`config.mk`:
```
export PLATFORM = sky130hd
export DESIGN_NAME = interboard_sender
export DESIGN_NICKNAME = d
export VERILOG_FILES = /design/src/rtl/interboard_sender_pkg.sv /design/src/rtl/interboard_sender_ack_synchronizer.sv /design/src/rtl/interboard_sender.sv
export SDC_FILE = /design/constraint.sdc
export NUM_CORES = 1
export LEC_CHECK = 0
export CORE_UTILIZATION = 35
export CTS_CLUSTER_DIAMETER = 80
export DETAILED_ROUTE_END_ITERATION = 7
export GPL_TIMING_DRIVEN = 0
export PLACE_DENSITY = 0.6
export SLEW_MARGIN = 5
export SYNTH_ARGS = -nofsm -noshare
export SYNTH_HDL_FRONTEND = slang
export SYNTH_SLANG_ARGS = --single-unit
```
`constraint.sdc`:
```
create_clock -name clk -period 2.5 [get_ports clk]
set_input_delay 0.5 -clock clk [delete_from_list [all_inputs] [get_ports clk]]
set_output_delay 0.5 -clock clk [all_outputs]
set_load 0.005 [all_outputs]
```
`src/rtl/interboard_sender_pkg.sv`:
```
// Shared definitions for the inter-board link: frame geometry, field offsets,
// message encodings, FSM states and the frame packing helper.
package interboard_sender_pkg;

    localparam int unsigned FRAME_W  = 24;
    localparam int unsigned CHUNK_W  = 6;
    localparam int unsigned N_CHUNKS = 4;

    localparam int unsigned RST_BIT      = 23;
    localparam int unsigned MSG_TYPE_LSB = 18;
    localparam int unsigned MOVE_DIR_BIT = 17;
    localparam int unsigned BLOCK_X_LSB  = 12;
    localparam int unsigned BLOCK_Y_LSB  = 9;
    localparam int unsigned CARD_LSB     = 3;
    localparam int unsigned SEL_LEN_LSB  = 0;

    localparam logic [3:0] MSG_NONE   = 4'h0;
    localparam logic [3:0] MSG_MOVE   = 4'h1;
    localparam logic [3:0] MSG_SELECT = 4'h2;
    localparam logic [3:0] MSG_CARD   = 4'h3;

    typedef enum logic [1:0] {
        ST_IDLE,
        ST_SETUP,
        ST_REQ_HI,
        ST_REQ_LO
    } state_t;

    // Field order matches the frame layout below the rst flag and spare bit
    typedef struct packed {
        logic [3:0] msg_type;
        logic       move_dir;
        logic [4:0] block_x;
        logic [2:0] block_y;
        logic [5:0] card;
        logic [2:0] sel_len;
    } ctrl_msg_t;

    typedef logic [FRAME_W-1:0] frame_t;

    localparam frame_t RST_FRAME = {1'b1, {(FRAME_W-1){1'b0}}};

    function automatic frame_t pack_frame(input logic rst_flag, input ctrl_msg_t msg);
        return {rst_flag, 1'b0, msg};
    endfunction

endpackage

```
`src/rtl/interboard_sender_ack_synchronizer.sv`:
```
// Flop chain bringing the asynchronous remote Ack into the clk domain.
module ack_synchronizer #(
    parameter int unsigned SYNC_STAGES = 2
) (
    input  logic clk,
    input  logic rst,
    input  logic async_in,
    output logic sync_out
);

    logic [SYNC_STAGES-1:0] chain;

    always_ff @(posedge clk) begin
        if (rst) begin
            chain <= '0;
        end else begin
            chain <= {chain[SYNC_STAGES-2:0], async_in};
        end
    end

    assign sync_out = chain[SYNC_STAGES-1];

endmodule

```
`src/rtl/interboard_sender.sv`:
```
// Transmit side of the two-board link: packs a message into a 24-bit frame and
// sends it as four 6-bit chunks with a 4-phase Request/Ack handshake.
module interboard_sender
    import interboard_sender_pkg::*;
#(
    parameter int unsigned TIMEOUT_CYCLES = 1_000_000,
    parameter int unsigned SYNC_STAGES    = 2
) (
    input  logic               clk,
    input  logic               rst,
    input  logic               ctrl_en,
    input  logic               ctrl_move_dir,
    input  logic [4:0]         ctrl_block_x,
    input  logic [2:0]         ctrl_block_y,
    input  logic [3:0]         ctrl_msg_type,
    input  logic [5:0]         ctrl_card,
    input  logic [2:0]         ctrl_sel_len,
    input  logic               send_rst,
    input  logic               ack_in,
    output logic               req_out,
    output logic [CHUNK_W-1:0] data_out,
    output logic               drive_en,
    output logic               busy,
    output logic               tx_done,
    output logic               tx_err,
    output logic               overflow
);

    localparam int unsigned TO_W  = $clog2(TIMEOUT_CYCLES + 1);
    localparam int unsigned CNT_W = $clog2(N_CHUNKS);

    logic               ack_sync;
    state_t             state_q, state_d;
    logic [CNT_W-1:0]   chunk_q, chunk_d;
    frame_t             frame_q, frame_d;
    logic [TO_W-1:0]    to_cnt_q, to_cnt_d;
    logic               pend_valid_q, pend_valid_d;
    frame_t             pend_frame_q, pend_frame_d;

    logic               req_d, drive_d, busy_d, done_d, err_d, ovf_d;
    logic [CHUNK_W-1:0] data_d;
    logic               take_pend, start, rst_unc, ctrl_unc;
    frame_t             next_frame, ctrl_frame;
    ctrl_msg_t          ctrl_msg;

    ack_synchronizer #(
        .SYNC_STAGES(SYNC_STAGES)
    ) u_ack_sync (
        .clk      (clk),
        .rst      (rst),
        .async_in (ack_in),
        .sync_out (ack_sync)
    );

    always_comb begin
        ctrl_msg.msg_type = ctrl_msg_type;
        ctrl_msg.move_dir = ctrl_move_dir;
        ctrl_msg.block_x  = ctrl_block_x;
        ctrl_msg.block_y  = ctrl_block_y;
        ctrl_msg.card     = ctrl_card;
        ctrl_msg.sel_len  = ctrl_sel_len;
        ctrl_frame        = pack_frame(1'b0, ctrl_msg);
    end

    // State, datapath and registered-output next values
    always_comb begin
        state_d      = state_q;
        chunk_d      = chunk_q;
        frame_d      = frame_q;
        to_cnt_d     = to_cnt_q + TO_W'(1);
        data_d       = data_out;
        done_d       = 1'b0;
        err_d        = 1'b0;
        ovf_d        = 1'b0;
        take_pend    = 1'b0;
        start        = 1'b0;
        next_frame   = ctrl_frame;

        case (state_q)
            ST_IDLE: begin
                to_cnt_d = '0;
                if (send_rst) begin
                    next_frame = RST_FRAME;
                    start      = 1'b1;
                end else if (pend_valid_q) begin
                    next_frame = pend_frame_q;
                    take_pend  = 1'b1;
                    start      = 1'b1;
                end else if (ctrl_en) begin
                    start = 1'b1;
                end
                if (start) begin
                    state_d = ST_SETUP;
                    chunk_d = '0;
                    frame_d = next_frame;
                    data_d  = next_frame[FRAME_W-1 -: CHUNK_W];
                end
            end
            ST_SETUP: begin
                if (!ack_sync) begin
                    state_d  = ST_REQ_HI;
                    to_cnt_d = '0;
                end
            end
            ST_REQ_HI: begin
                if (ack_sync) begin
                    state_d  = ST_REQ_LO;
                    to_cnt_d = '0;
                end
            end
            ST_REQ_LO: begin
                if (!ack_sync) begin
                    to_cnt_d = '0;
                    if (chunk_q == CNT_W'(N_CHUNKS - 1)) begin
                        state_d = ST_IDLE;
                        done_d  = 1'b1;
                    end else begin
                        state_d = ST_SETUP;
                        chunk_d = chunk_q + CNT_W'(1);
                        frame_d = frame_q << CHUNK_W;
                        data_d  = frame_q[FRAME_W-CHUNK_W-1 -: CHUNK_W];
                    end
                end
            end
            default: state_d = ST_IDLE;
        endcase

        // A phase that makes no progress for TIMEOUT_CYCLES drops the frame
        if (state_q != ST_IDLE && state_d == state_q &&
            to_cnt_q == TO_W'(TIMEOUT_CYCLES - 1)) begin
            state_d  = ST_IDLE;
            err_d    = 1'b1;
            to_cnt_d = '0;
        end

        if (state_d == ST_IDLE) begin
            data_d = '0;
        end

        // Pending buffer: a reset request may replace a queued ctrl message
        pend_valid_d = pend_valid_q & ~take_pend;
        pend_frame_d = pend_frame_q;
        rst_unc      = send_rst & (state_q != ST_IDLE);
        ctrl_unc     = ctrl_en & ~((state_q == ST_IDLE) & ~send_rst & ~pend_valid_q);
        if (rst_unc) begin
            if (!pend_valid_d || !pend_frame_d[RST_BIT]) begin
                pend_valid_d = 1'b1;
                pend_frame_d = RST_FRAME;
            end else begin
                ovf_d = 1'b1;
            end
        end
        if (ctrl_unc) begin
            if (!pend_valid_d) begin
                pend_valid_d = 1'b1;
                pend_frame_d = ctrl_frame;
            end else begin
                ovf_d = 1'b1;
            end
        end

        req_d   = (state_d == ST_REQ_HI);
        drive_d = (state_d != ST_IDLE);
        busy_d  = drive_d | pend_valid_d;
    end

    always_ff @(posedge clk) begin
        if (rst) begin
            state_q      <= ST_IDLE;
            chunk_q      <= '0;
            frame_q      <= '0;
            to_cnt_q     <= '0;
            pend_valid_q <= 1'b0;
            pend_frame_q <= '0;
        end else begin
            state_q      <= state_d;
            chunk_q      <= chunk_d;
            frame_q      <= frame_d;
            to_cnt_q     <= to_cnt_d;
            pend_valid_q <= pend_valid_d;
            pend_frame_q <= pend_frame_d;
        end
    end

    always_ff @(posedge clk) begin
        if (rst) begin
            req_out  <= 1'b0;
            data_out <= '0;
            drive_en <= 1'b0;
            busy     <= 1'b0;
            tx_done  <= 1'b0;
            tx_err   <= 1'b0;
            overflow <= 1'b0;
        end else begin
            req_out  <= req_d;
            data_out <= data_d;
            drive_en <= drive_d;
            busy     <= busy_d;
            tx_done  <= done_d;
            tx_err   <= err_d;
            overflow <= ovf_d;
        end
    end

endmodule
```
# Word level (Yosys, flattened, before mapping)
# Cells that the tools add are included.
word_totals:
  ff_bits: 81
  in_bits: 27
  out_inout_bits: 12
  elab_cells: 96
classes:
  n_addsub: 2
  n_eq_ne: 10
  mux: 44
  bitwise_logic: 11
  n_reduce_logical: 15
ops:
  columns: ["cell", "n"]
  rows:
  - ["$mux W24", 6]
  - ["$pmux W20 S3", 1]
  - ["$mux W18", 3]
  - ["$mux W20", 2]
  - ["$pmux W18 S2", 1]
  - ["$add A20 B1 Y20 const B", 1]
  - ["$eq A20 B20 Y1 const B", 1]
  - ["$mux W6", 3]
  - ["$mux W1", 17]
  - ["$mux W2", 8]
  - ["$pmux W6 S2", 1]
  - ["$eq A2 B2 Y1 const B", 4]
  - ["$pmux W2 S4", 1]
  - ["$reduce_bool A2 Y1", 3]
  - ["$reduce_or A2 Y1", 3]
  - ["$and A1 B1 Y1", 5]
  - ["$not A1 Y1", 5]
  - ["$logic_not A2 Y1", 2]
  - ["$ne A2 B2 Y1 const B", 2]
  - ["$pmux W2 S2", 1]
  - ["$reduce_and A4 Y1", 1]
  - ["$reduce_or A3 Y1", 1]
  - ["$add A2 B1 Y2 const B", 1]
  - ["$eq A2 B1 Y1 const B", 1]
  - ["6 further kinds", 8]

# Logic depth before layout (Yosys ltp)
# Gate-level depths: netlist (run 1).
depth:
  word_depth: 12
  ltp_mapped: 8
  depth_no_buf: 5

# Cells and area by module
# Synthesis (run 1) repeated with hierarchy kept, for this count alone.
unflattened:
  hier_cells: 368
  hier_area_um2: 3550.9
by_module_without_submodules:
  columns: ["module", "instances", "cells_each", "area_each_um2", "seq_area_each_um2"]
  rows:
  - ["interboard_sender", 1, 364, 3498.4, 1581.5]
  - ["ack_synchronizer", 1, 4, 52.6, 40.0]

# Worst setup path after synthesis (run 1)
# OpenSTA, ideal clock, no wires.
synth_path:
  kind: "register to register"
  startpoint: "register to_cnt_q[0]"
  endpoint: "register busy"
  setup_time_ns: 0.170
  arrival_time_ns: 1.868
  required_ns: 2.330
  slack_ns: 0.462
  path_stages_with_launch: 7
  n_path_buf: 1
  synth_period_minus_slack_ns: 2.038
  path_cell_list: "dfxtp_1 ha_1 nand4_2 or4_4 o31ai_2 buf_2 o32ai_1"
synth_between:
  elab_chain_cells: 5
synth_lines:
  columns: ["item", "line_no", "text"]
  rows:
  - ["from (decl)", "interboard_sender.sv:36", "logic [TO_W-1:0] to_cnt_q, to_cnt_d;"]
  - ["from (signal assigned)", "interboard_sender.sv:179", "to_cnt_q <= to_cnt_d;"]
  - ["$eq A20 B20 Y1", "interboard_sender.sv:130", "to_cnt_q == TO_W'(TIMEOUT_CYCLES - 1)) begin"]
  - ["$logic_and A1 B1 Y1", "interboard_sender.sv:129", "if (state_q != ST_IDLE && state_d == state_q &&"]
  - ["$mux W2", "interboard_sender.sv:129", null]
  - ["$reduce_bool A2 Y1", "interboard_sender.sv:163", "drive_d = (state_d != ST_IDLE);"]
  - ["$or A1 B1 Y1", "interboard_sender.sv:164", "busy_d = drive_d | pend_valid_d;"]
  - ["to (signal assigned)", "interboard_sender.sv:198", "busy <= busy_d;"]
  - ["to (decl)", "interboard_sender.sv:23", "output logic busy,"]
# No other way between the ends.
# A chain may end at the register's enable or synchronous reset.

# Worst setup path after layout (run 1)
layout_path:
  startpoint: "input port send_rst"
  endpoint: "register pend_frame_q[2]"
layout_between:
  elab_chain_cells: 10
  word_cells_on_any_way: 18
  classes_between: "8 x mux; 8 x bitwise; 2 x reduce/logical"
layout_lines:
  columns: ["item", "line_no", "text"]
  rows:
  - ["from (decl)", "interboard_sender.sv:18", "input logic send_rst,"]
  - ["$mux W1", "interboard_sender.sv:82", "if (send_rst) begin"]
  - ["$mux W1", "interboard_sender.sv:79", "case (state_q)"]
  - ["$not A1 Y1", "interboard_sender.sv:141", "pend_valid_d = pend_valid_q & ~take_pend;"]
  - ["$and A1 B1 Y1", "interboard_sender.sv:141", null]
  - ["$logic_not A1 Y1", "interboard_sender.sv:146", "if (!pend_valid_d || !pend_frame_d[RST_BIT]) begin"]
  - ["$logic_or A1 B1 Y1", "interboard_sender.sv:146", null]
  - ["$mux W24 or $mux W1 (tied branches)", "interboard_sender.sv:146", null]
  - ["$mux W24 or $mux W1 (tied branches)", "interboard_sender.sv:145", "if (rst_unc) begin"]
  - ["$mux W24", "interboard_sender.sv:154", "if (!pend_valid_d) begin"]
  - ["$mux W24 (*)", "interboard_sender.sv:153", "if (ctrl_unc) begin"]
  - ["to (signal assigned)", "interboard_sender.sv:181", "pend_frame_q <= pend_frame_d;"]
  - ["to (decl)", "interboard_sender.sv:38", "frame_t pend_frame_q, pend_frame_d;"]
# Every way passes the cells marked *; elsewhere a longest branch is shown, timed or not.

==> metrics.csv, run 1 <==
metric,value,unit
finalCritPeriodShare,96.4,%
syn_area,3530,µm²
finalPower,3.26,mW
antenna_cells,0,
grt_pass1_wl,13.4,mm
wl_per_cell,14.7,µm
comb_power_share,25.8,%
start_util,36.1,%
syn_avg_cell_area,9.60,µm²
synth_edf_count,0,
leakage,1.48,nW
crit_arrival,2.70,ns
numCtsBuffers,9,
dp_slack,-0.517,ns
hold-worst-slack,0.443,ns
p_sw,1.01,mW
grt_use_total,16.7,%
setup_viol,0,
slowest_delay,0.45,ns
drive_above_1_share,20.1,%
yosysWarnings,0,
syn_nets,397,
antenna_left,0,
vias_per_cell,5.26,
final_nets,446,
crit_buf_inv,3,
grt_pass1_vias,2711,
drc,0,
slew_viol_final,0,
hold_buffers,0,
sw_frac_of_total,31.1,%
ys.flop_type,dfxtp_1,
crit_family,buffers and inverters,
syn2layout_area_growth,21.7,%
synthCells,368,
coreArea,9770,µm²
fmax,415,MHz
seq_power_share,46.1,%
outcome,"complete, no violations",
clock_power_share,28.1,%
rsz0062_at_grt,true,
finalCriticalPeriod,2.41,ns
fp-row-count,36,
first_pass_iters,4,
vias,2917,
die_h,102,µm
clkSinkCount,81,
synth_top_area_share,45.9,%
path_cells,"clkdlybuf4s50_1, clkbuf_1, nor3_1, nand2_1, a211oi_2, clkbuf_1, a22o_2",
cts-root-buf,clkbuf_8,
worst_pin_slew,0.775,ns
path_clk_slew,0.08,ns
gp_congestion,0.825,
hold_viol,0,
dieArea,10500,µm²
synth.distinct_cells,48,
cp_slowest_cell,clkdlybuf4s50_1,
wirelength,8.16,mm
yosysMostFrequentCell,dfxtp_1,
antenna_found_initial,0,
ioPinCount,39,
skew,0.0135,ns
final_util,44.0,%
clk_latency,0.35,ns
htree_num_levels,3,
crit_type,input pin to flip-flop,
setup_slack,0.0896,ns
cts_tree,done,
fillers,962,
grt_overflow,0,
critPathLaunchType,input pin,
path_max_fanout,10,
drv_cap,0,
ys_top_cells_by_area,"dfxtp_1 (46%), mux2_2 (7.0%), a22o_2 (6.2%), nor2_1 (4.6%), a221oi_1 (4.2%)",
dr.first_iter.drc_count,152,
synthArstFlopShare,0,%
die_w,102,µm
cp_common_cell,clkbuf_1,
relSlewSlack,47.8,%
internal-power,2.25,mW
hold_path_class,flip-flop to flip-flop,
layout.cells.non_filler,555,
crit_required,2.79,ns
powerDensity,758,nW/µm²
netlist_top_cells_count,"dfxtp_1 (81), nor2_1 (43), a22o_2 (22), mux2_2 (22), nor3_1 (22)",
yosysSeqAreaShare,45.9,%
ys_seq_elements,81,
yosysTopAreaCell,dfxtp_1,
crit_path_end_kind,flip-flop,
ir_worst_vdd,247,µV
dp.final_hpwl,5.71,mm
dp.cells,539,
grt_max_degree,15,
cts_buffer_depth,2,
numPortBuffers,38,
[worst register-to-register path: stages (launching register included)]
cell and delay [ns]:
dfxtp_1 0.39, clkbuf_1 0.53, clkbuf_1 0.50, mux2_2 0.41, a221oi_1 0.34, nor3_1 0.07
[placed cells by master, fill, tap and decap left out, types with 15 or more instances in the layout]
| cell type | instances |
|---|---|
| nand3_1 | 16 |
| a221oi_1 | 17 |
| nor3_1 | 21 |
| a21oi_1 | 16 |
| nand2_1 | 16 |
| clkdlybuf4s50_1 | 38 |
| a22o_2 | 22 |
| dfxtp_1 | 81 |
| clkbuf_1 | 15 |
| mux2_2 | 22 |
| nor2_1 | 43 |
[final timing paths]
kind | startpoint | to | slack (ns) | cells past startpoint
min | u_ack_sync.chain[0]$_SDFF_PP0_ | u_ack_sync.chain[1]$_SDFF_PP0_ | 0.44 | 1
max | send_rst | pend_frame_q[2]$_SDFF_PP0_ | 0.09 | 7
max reg2reg | pend_valid_q$_SDFF_PP0_ | frame_q[9]$_SDFFE_PP0P_ | 0.14 | 5
min reg2reg | u_ack_sync.chain[0]$_SDFF_PP0_ | u_ack_sync.chain[1]$_SDFF_PP0_ | 0.44 | 1
[timing repair]
| action | 4_1_cts | 5_1_grt |
|---|---|---|
| buffers inserted | 0 | 0 |
| setup endpoints to repair | 20 | 30 |
| resized for setup | 1 | 8 |
[metrics by stage]
stage               area, µm²  TNS (ns)
floorplan                3530         0
global placement         4080    -11.95
detailed placement       4080    -13.70
CTS                      4280         0
global route             4300   -0.0885
finish                   4300         0
[metal layers]
metal	up-vias	wire [µm]	track usage, %
met1	1371	3990	23.6
li1	1454	-	-
met4	0	189	7.36
met2	77	3610	24.3
met3	15	367	3.42
met5	-	0	0
[state kept, by name, indices dropped and copies added, names as in the netlist]
signal and count:
tx_err 1, state_q 2, to_cnt_q 20, pend_frame_q 24, busy 1, req_out 1
u_ack_sync.chain 2, frame_q 18, chunk_q 2, overflow 1, data_out 6, tx_done 1
drive_en 1, pend_valid_q 1
[kinds of logic after synthesis]
logic type,after synthesis,synth area share (%)
xor gates and xnor gates,17,4.21
muxes,23,7.29
AOI/OAI and AO/OA,75,17.7
buffers and inverters,34,4.75
DFF,81,45.9
and+or+nand+nor,135,19.1
adders and majority gates,3,1.03
[cell type report]
type	count	area [µm²]	area share, %
multi-input combinational	253	1770	41.2
sequential	81	1620	37.7
timing repair buffer	38	380	8.84
tap	133	166	3.87
clock buffer	11	151	3.52
buffer	27	146	3.40
clock inverter	5	38.8	0.902
inverter	7	26.3	0.611
[power by group through the flow]
stage / registers (mW) / clock network, mW / logic [mW]
after floorplan: 1.52 / 0 / 0.569
after global placement: 1.53 / 0 / 0.821
after detailed placement: 1.53 / 0 / 0.835
after CTS: 1.50 / 0.943 / 0.839
after global routing: 1.52 / 0.996 / 0.932
final: 1.50 / 0.916 / 0.842
Power figures use the tool's default switching activity.
==> run 2: changes to the inputs <==
==> constraint.sdc (replaced) <==
create_clock -name clk -period 2.3 [get_ports clk]
set_input_delay 0.46 -clock clk [delete_from_list [all_inputs] [get_ports clk]]
set_output_delay 0.46 -clock clk [all_outputs]
set_load 0.005 [all_outputs]
==> run 2 against run 1 <==
Clock-buffer cell count is the same. Cell area grew 0.47%. Sequential power grew 9%. Die area is the same. Sequential share of layout area shrank 0.17 points. Combinational power grew 9.1%. Register-to-register slack is essentially flat. Setup slack gained 0.038 ns. Critical path depth shrank 1. Clock skew shrank 0.0019 ns. Clock power grew 8.7%. Critical endpoint is now busy$_SDFF_PP0_. Highest routed layer unchanged.
==> metrics.csv, run 2 (synthesis gave the netlist of run 1 again) <==
metric,value,unit,change
outcome,"complete, no violations",,
mostFrequentLayoutCells,"dfxtp_1 (81), nor2_1 (43), clkdlybuf4s50_1 (38), mux2_2 (22), a22o_2 (22)",,
numPortBuffers,38,,unchanged
powerDensity,821,nW/µm²,+8.3%
largestRegisters,"pend_frame_q: 24 flops, to_cnt_q: 20 flops, frame_q: 18 flops",,
path_cells,"ha_2, nand4_4, or4_4, o31ai_4, buf_4, o32ai_1",,
rsz0062_at_grt,false,,
finalCritPeriodShare,94.4,%,
grt_overflow,0,,unchanged
dr.first_iter.drc_count,121,,-20%
skew,0.0116,ns,-0.00192 ns
antenna_found_initial,0,,unchanged
dieArea,10500,µm²,unchanged
wl_per_cell,14.7,µm,about the same
ir_worst_vdd,267,µV,+8.0%
final_nets,446,,unchanged
internal-power,2.45,mW,+8.9%
dp.cells,539,,unchanged
start_util,36.1,%,unchanged
relSlewSlack,47.5,%,-0.25 points
drive_above_1_share,21.6,%,+1.4 points
finalPower,3.55,mW,+8.8%
wirelength,8.16,mm,about the same
drv_cap,0,,unchanged
vias,2926,,+0.31%
mostFrequentLayoutCell,dfxtp_1,,
fmax,460,MHz,
crit_required,2.49,ns,-0.30 ns
final_util,44.2,%,+0.20 points
path_clk_slew,0.08,ns,about the same
fp-row-count,36,,unchanged
slowest_delay,0.61,ns,+0.16 ns
setup_viol,0,,unchanged
grt_pass1_vias,2716,,+0.18%
met3_usage,3.42,%,unchanged
path_max_fanout,10,,unchanged
antenna_left,0,,unchanged
hold_path_class,flip-flop to flip-flop,,
place_area,4080,µm²,unchanged
worst_pin_slew,0.779,ns,+0.00366 ns
cts_tree,done,,
drc,0,,unchanged
htree_num_levels,3,,unchanged
leakage,1.50,nW,+1.4%
grt_pass1_wl,13.5,mm,+1.0%
coreArea,9770,µm²,unchanged
layout.cells.non_filler,555,,unchanged
syn2layout_area_growth,22.3,%,
numCtsBuffers,9,,unchanged
globalRoute.busiestLayer,met2,,
seq_power_share,46.0,%,about the same
die_w,102,µm,unchanged
comb_power_share,25.9,%,about the same
tns,0,ns,unchanged
slew_viol_final,0,,unchanged
vias_per_cell,5.27,,+0.31%
grt_max_degree,15,,unchanged
clk_latency,0.35,ns,about the same
regMostFlops,pend_frame_q,,
dp_slack,-0.677,ns,-0.160 ns
crit_path_end_kind,flip-flop,,
sw_frac_of_total,31.0,%,-0.083 points
gp_congestion,0.825,,unchanged
clock_power_share,28.1,%,about the same
die_h,102,µm,unchanged
antenna_cells,0,,unchanged
hold_viol,0,,unchanged
cp_slowest_cell,or4_4,,
design_area,4320,µm²,+0.47%
finalCriticalPeriod,2.17,ns,
hold-worst-slack,0.443,ns,+0.0000970 ns
grtUsageMet2,25.0,%,+0.67 points
crit_type,flip-flop to flip-flop,,
cts_setup_buffers,0,,unchanged
crit_arrival,2.36,ns,-0.34 ns
cts_buffer_depth,2,,unchanged
setup_slack,0.128,ns,+0.0383 ns
hold_buffers,0,,unchanged
grt_use_total,16.8,%,+0.14 points
critPathLaunchType,flip-flop,,
largest_reg_flops,24,,unchanged
dp.final_hpwl,5.71,mm,unchanged
ioPinCount,39,,unchanged
clkSinkCount,81,,unchanged
first_pass_iters,4,,unchanged
p_sw,1.10,mW,+8.5%
met1_usage,23.6,%,+0.042 points
cts-root-buf,clkbuf_8,,
run 2: timing repair:
action,CTS,global route
cloned,0,0
gates resized for setup,7,12
endpoints found under the setup margin,32,41
hold endpoints to repair,0,0
run 2: critical path: cells and delay by family, from the launching register on:
family | cells | cell delay, ns
buffers and inverters | 1 | 0.22
DFF | 1 | 0.39
AOI/OAI and AO/OA | 2 | 0.38
and+or+nand+nor | 2 | 0.78
adders and majority gates | 1 | 0.25
run 2: cell type report:
| class | instances | area [µm²] |
|---|---|---|
| clock inverter | 5 | 38.8 |
| clock buffer | 11 | 151 |
| inverter | 7 | 26.3 |
| timing repair buffer | 38 | 380 |
| multi-input combinational | 253 | 1780 |
| sequential | 81 | 1620 |
| buffer | 27 | 155 |
| tap | 133 | 166 |
| fill | 965 | 5450 |
run 2: worst paths after layout:
check                                                     from                              to  slack [ns]  cells past startpoint
worst max-delay path                    to_cnt_q[0]$_SDFF_PP0_                 busy$_SDFF_PP0_        0.13                      6
worst min-delay path            u_ack_sync.chain[0]$_SDFF_PP0_  u_ack_sync.chain[1]$_SDFF_PP0_        0.44                      1
worst max register to register          to_cnt_q[0]$_SDFF_PP0_                 busy$_SDFF_PP0_        0.13                      6
worst min register to register  u_ack_sync.chain[0]$_SDFF_PP0_  u_ack_sync.chain[1]$_SDFF_PP0_        0.44                      1
run 2: metal layers:
metal,up-vias,share of wire [%]
li1,1458,-
met1,1354,48
met2,101,44
met3,13,6.0
met4,0,2.0
met5,-,0
run 2: power groups by stage:
| stage | combinational (mW) | sequential [mW] | clock (mW) |
|---|---|---|---|
| finish | 0.919 | 1.63 | 0.996 |
| global route | 1.02 | 1.65 | 1.08 |
| CTS | 0.918 | 1.63 | 1.03 |
| detailed placement | 0.907 | 1.66 | 0 |
| global placement | 0.892 | 1.66 | 0 |
| floorplan | 0.619 | 1.65 | 0 |
